$ cat src/rtl/multimode_reg_seq.sv
// multimode_reg_seq: WIDTH-bit sequenced register with eight operations.
// Repeatable ops run CNT times behind a START/BUSY/DONE handshake.
//
// Ports:
//   CLK, RESETN         clock, synchronous active-low reset
//   START, OP, D, CNT   request and its operands, latched on accept in IDLE
//   SER_IN              serial fill bit for shifts, sampled every RUN edge
//   Q, Q_BAR            register value and its registered complement
//   BUSY, DONE          high in RUN; one-cycle pulse after the last application
//   ABORT, ABORTED      only with MULTIMODE_REG_ABORT_EN defined: stop a RUN
//                       early; ABORTED flags the DONE pulse that results
module multimode_reg_seq #(
    parameter int WIDTH = 8,
    parameter int CW    = 4
) (
    input  logic             CLK,
    input  logic             RESETN,
    input  logic             START,
    input  logic [2:0]       OP,
    input  logic [WIDTH-1:0] D,
    input  logic [CW-1:0]    CNT,
    input  logic             SER_IN,
`ifdef MULTIMODE_REG_ABORT_EN
    input  logic             ABORT,
    output logic             ABORTED,
`endif
    output logic [WIDTH-1:0] Q,
    output logic [WIDTH-1:0] Q_BAR,
    output logic             BUSY,
    output logic             DONE
);

    typedef enum logic [1:0] {
        S_IDLE = 2'd0,
        S_RUN  = 2'd1,
        S_DONE = 2'd2
    } state_t;

    localparam logic [2:0] OP_HOLD = 3'b000;
    localparam logic [2:0] OP_LOAD = 3'b001;
    localparam logic [2:0] OP_INV  = 3'b010;
    localparam logic [2:0] OP_CLR  = 3'b011;
    localparam logic [2:0] OP_SHL  = 3'b100;
    localparam logic [2:0] OP_SHR  = 3'b101;
    localparam logic [2:0] OP_ROTL = 3'b110;
    localparam logic [2:0] OP_ROTR = 3'b111;

    state_t           state_q, state_d;
    logic [2:0]       op_q, op_d;
    logic [WIDTH-1:0] dat_q, dat_d;
    logic [CW-1:0]    rem_q, rem_d;
    logic [WIDTH-1:0] q_q, q_d;
    logic [WIDTH-1:0] qb_q;
    logic             abt_q, abt_d;
    logic             abort_w;
    logic             rpt;
    logic [WIDTH-1:0] applied;

`ifdef MULTIMODE_REG_ABORT_EN
    assign abort_w = ABORT;
    assign ABORTED = abt_q;
`else
    assign abort_w = 1'b0;
`endif

    // INVERT and every shift/rotate honour CNT; the rest apply once.
    assign rpt = OP[2] | (OP == OP_INV);

    always_comb begin
        applied = q_q;
        unique case (op_q)
            OP_HOLD: applied = q_q;
            OP_LOAD: applied = dat_q;
            OP_INV:  applied = ~q_q;
            OP_CLR:  applied = '0;
            OP_SHL:  applied = {q_q[WIDTH-2:0], SER_IN};
            OP_SHR:  applied = {SER_IN, q_q[WIDTH-1:1]};
            OP_ROTL: applied = {q_q[WIDTH-2:0], q_q[WIDTH-1]};
            OP_ROTR: applied = {q_q[0], q_q[WIDTH-1:1]};
            default: applied = q_q;
        endcase
    end

    always_comb begin
        state_d = state_q;
        op_d    = op_q;
        dat_d   = dat_q;
        rem_d   = rem_q;
        q_d     = q_q;
        abt_d   = 1'b0;
        unique case (state_q)
            S_IDLE: begin
                if (START) begin
                    op_d  = OP;
                    dat_d = D;
                    rem_d = rpt ? CNT : CW'(1);
                    // A zero-count repeatable op completes without touching Q.
                    if (rpt && (CNT == '0)) begin
                        state_d = S_DONE;
                    end else begin
                        state_d = S_RUN;
                    end
                end
            end
            S_RUN: begin
                if (abort_w) begin
                    state_d = S_DONE;
                    abt_d   = 1'b1;
                end else begin
                    q_d = applied;
                    if (rem_q != '0) begin
                        rem_d = rem_q - 1'b1;
                    end
                    if (rem_q <= CW'(1)) begin
                        state_d = S_DONE;
                    end
                end
            end
            S_DONE: begin
                state_d = S_IDLE;
            end
            default: begin
                state_d = S_IDLE;
            end
        endcase
    end

    always_ff @(posedge CLK) begin
        if (!RESETN) begin
            state_q <= S_IDLE;
            op_q    <= '0;
            dat_q   <= '0;
            rem_q   <= '0;
            q_q     <= '0;
            qb_q    <= '1;
            abt_q   <= 1'b0;
        end else begin
            state_q <= state_d;
            op_q    <= op_d;
            dat_q   <= dat_d;
            rem_q   <= rem_d;
            q_q     <= q_d;
            qb_q    <= ~q_d;
            abt_q   <= abt_d;
        end
    end

    assign Q     = q_q;
    assign Q_BAR = qb_q;
    assign BUSY  = (state_q == S_RUN);
    assign DONE  = (state_q == S_DONE);

endmodule

$ cat config.mk
export PLATFORM = sky130hd
export DESIGN_NAME = multimode_reg_seq
export DESIGN_NICKNAME = d
export VERILOG_FILES = /design/src/rtl/multimode_reg_seq.sv
export SDC_FILE = /design/constraint.sdc
export NUM_CORES = 1
export LEC_CHECK = 0
export CORE_AREA = 2 2 59 61
export DETAILED_ROUTE_END_ITERATION = 8
export DIE_AREA = 0 0 61 63
export PLACE_DENSITY_LB_ADDON = 0.2
export SYNTH_ARGS = -nofsm -noshare
export SYNTH_HDL_FRONTEND = slang
export SYNTH_SLANG_ARGS = --single-unit
$ cat constraint.sdc
create_clock -name CLK -period 3.19 [get_ports CLK]
set_clock_uncertainty 0.2 [all_clocks]
set_input_delay 0.7975 -clock CLK [delete_from_list [all_inputs] [get_ports CLK]]
set_output_delay 0.7975 -clock CLK [all_outputs]
set_load 0.05 [all_outputs]
==> metrics.md <==
| Metric | Value |
|---|---|
| Outcome | finished, final reports clean |
| CP Launch Point | state_q[0] |
| Post-DRT Antenna Nets | 0 |
| # Post-CTS Setup Buffers | 0 |
| Critical Path Source Type | register |
| Ant. Diodes | 0 |
| Synthesized Nets | 201 |
| Hold depth | 2 |
| CP max stage delay | between 800 and 900 ps |
| FMAX | 345 MHz |
| Area after DPL | 2020 µm² |
| Pre-Repair DR Iteration Count | 4 |
| Hold_buf cts | 0 |
| Via count | about 1.4k |
| Rel. slew slack | 55.5% |
| Post-synth cell types | 51 |
| Hold Crit Class | reg -> reg |
| Gpl congestion | 0.891 |
| Die Width | between 60 and 70 µm |
| Top post-synthesis cells by area | dfxtp_1 (40%), mux2i_1 (9.1%), nor2_1 (5.5%) |
| Tmin final | 2900 ps |
| Final setup viols | 0 |
| Top sig layer | met4 |
| Ys Warns | 0 |
| Max FO, Critical Path | 7 |
| Starting DRT DRC Count | 43 |
| Internal | ~0.0007 W |
| I/O Buffers | 36 |
| First-pass GRT wire length | 5880 µm |
| CTS Root Buffer Type | clkbuf_4 |
| Die height | 63 µm |
| Max Cap Viol | 0 |
| Post-CTS resize count | 0 |
| RSZ-0062 raised after global routing | no |
| Share of total power in combinational logic | between 20 and 30% |
| Synth Instances | 179 |
| Hold Startpoint | dat_q[6] |
| Sequential power share | 47.2% |
| Reg2Reg Launch Point | op_q[0] |
| Critical path endpoint category | primary output |
| WL met2 | between 1500 and 2000 µm |
| Area Growth Syn to Fin | 26.8% |
| P_leak | ~0.8 nW |
| NetSw | around 0.00034 W |
| Design area | roughly 2100 µm² |
| Post-DP HPWL | between 2000 and 3000 µm |
| Post-synth top cells | dfxtp_1 (33), nor2_1 (24), mux2i_1 (15), nand2_1 (8), o21ai_0 (8) |
| Met3 routed WL | 154 µm |
| Total global-route track usage | 20.0% |
| Total Power | 0.00104 W |
| CP Cell Sequence | nand2b_1 > inv_2 > clkdlybuf4s50_1 |
| Path type of the worst setup path | reg -> out |
| EDFF count, synth | 0 |
| Worst reg-to-reg setup slack | 1080 ps |
| Worst-Margin Slew | 667 ps |
| Gr ovfl total | 0 |
| Cell taking the most area after synthesis | dfxtp_1 |
| Core area | 3230 µm² |
| Worst Path Required | 2190 ps |
| Yosys top cell area share | 40.2% |
| Pwr dens | 496 nW/µm² |
| Die area | 3840 µm² |
| Yosys reg bits | 33 |
| Fin. max-slew vios | 0 |
| Maximum VDD drop | 0.326 mV |
| Row count | 21 |
| DRC | 0 |
| Synthesized area | ~1600 µm² |
| TritonCTS Buffers | 5 |
| Ports | 37 |
| Setup TNS | 0 ps |
| Initial antenna violation count | 0 |
| Hold Vio Cnt, Final | 0 |
| Clk slew on worst S/H paths | about 100 ps |
| Worst path slowest cell | clkdlybuf4s50_1 |
| Top-count cell post-synth | dfxtp_1 |
| Vias in the first global route | 1285 |
| Clock power share | 24.9% |
| Wire per inst | about 14 µm |
| Clock sink total | 33 |
| H-tree levels | 2 |
| Clock latency on the worst-skew pair | around 320 ps |
| Final period util | 90.9% |
| Largest net degree at the start of global routing | 23 |
| Sequential-to-total area share from yosys stat | 40.2% |
| Fin nets | approximately 240 |
| Sw Share | 32.6% |
| Final WL | between 3000 and 4000 µm |
| Share of cells above drive strength 1 | 9.30% |
| Hold path endpoint | dat_q[6] |
| Bufs on Longest Clock Path | 2 |
| Synth Area per Inst | approximately 9.2 µm² |
| Vias per cell | 5.53 |
| RR Endpoint | Q_BAR[4] |
| Post-synthesis async set-or-reset flop share | 0% |
| R2R cell count | 4 |
| Top_reg_cell synth | dfxtp_1 |
| CTS tree | done |
| Initial Util | 50.9% |
| Critical Path AT | between 1500 and 2000 ps |
| Post-Route M1 WL | roughly 1700 µm |
## layer usage
metal | vias up | GRT usage [%]
met5 | - | 0
met4 | 0 | 6.52
met3 | 4 | 3.93
met2 | 35 | 29.7
met1 | 672 | 28.8
li1 | 732 | -
## cells by family (layout without fill, tap and decap cells)
logic type | after synthesis | count (layout) | synth area share, %
multiplexers | 16 | 16 | 9.81
adder cells (fa/ha/maj) | 3 | 3 | 2.28
buffers and inverters | 19 | 55 | 6.31
flip-flops | 33 | 33 | 40.2
AND/OR/NAND/NOR | 57 | 57 | 17.6
AO/OA/AOI/OAI | 50 | 50 | 23.3
XOR/XNOR | 1 | 1 | 0.532
## cells in the final DEF, fill, tap and decap left out, types with 3 or more instances in the layout
master	count
buf_4	4
ha_1	3
o211ai_1	5
nand2_1	8
a21oi_1	7
o211a_1	4
o21ai_0	8
nor2_1	24
dfxtp_1	33
a31oi_1	5
inv_1	6
clkbuf_4	5
clkdlybuf4s50_1	36
mux2i_1	15
nand2b_1	6
## worst max-delay path by stage
stage                 endpoint  slack, ps
finish                    BUSY        290
CTS                       BUSY        280
global placement          BUSY        690
floorplan                 DONE       1050
global route              BUSY        180
detailed placement  state_q[1]        570
## area by class of cell
class	count	area, µm²
clock inverter	1	5.00
inverter	7	26.3
tap	46	57.6
timing repair buffer	40	390
fill	293	1150
multi-input combinational	127	881
sequential	33	661
clock buffer	7	65.1
## power groups by stage
stage / sequential (W) / clock [W] / combinational (W)
floorplan: 0.000514 / 0 / 0.000186
global placement: 0.000495 / 0 / 0.000278
detailed placement: 0.000497 / 0 / 0.000285
CTS: 0.000487 / 0.000265 / 0.000288
global route: 0.000494 / 0.000289 / 0.000311
finish: 0.000488 / 0.000258 / 0.000288
## worst max-delay path: cells and delay by family (launching register included)
family | cells | cell delay (ps)
buf+inv | 2 | 940
simple gates | 1 | 140
flops | 1 | 510
## metrics by stage
step / utilization, % / hold slack, ps / instances / setup slack (ps)
finish: 64.5 / 300 / 261 / 291
global route: 64.5 / 322 / 261 / 177
CTS: 64.5 / 301 / 261 / 275
detailed placement: 62.4 / 277 / 253 / 571
global placement: 62.4 / 267 / 253 / 690
floorplan: - / 251 / 179 / 1050
No activity file was read; power rests on OpenSTA's default activity.
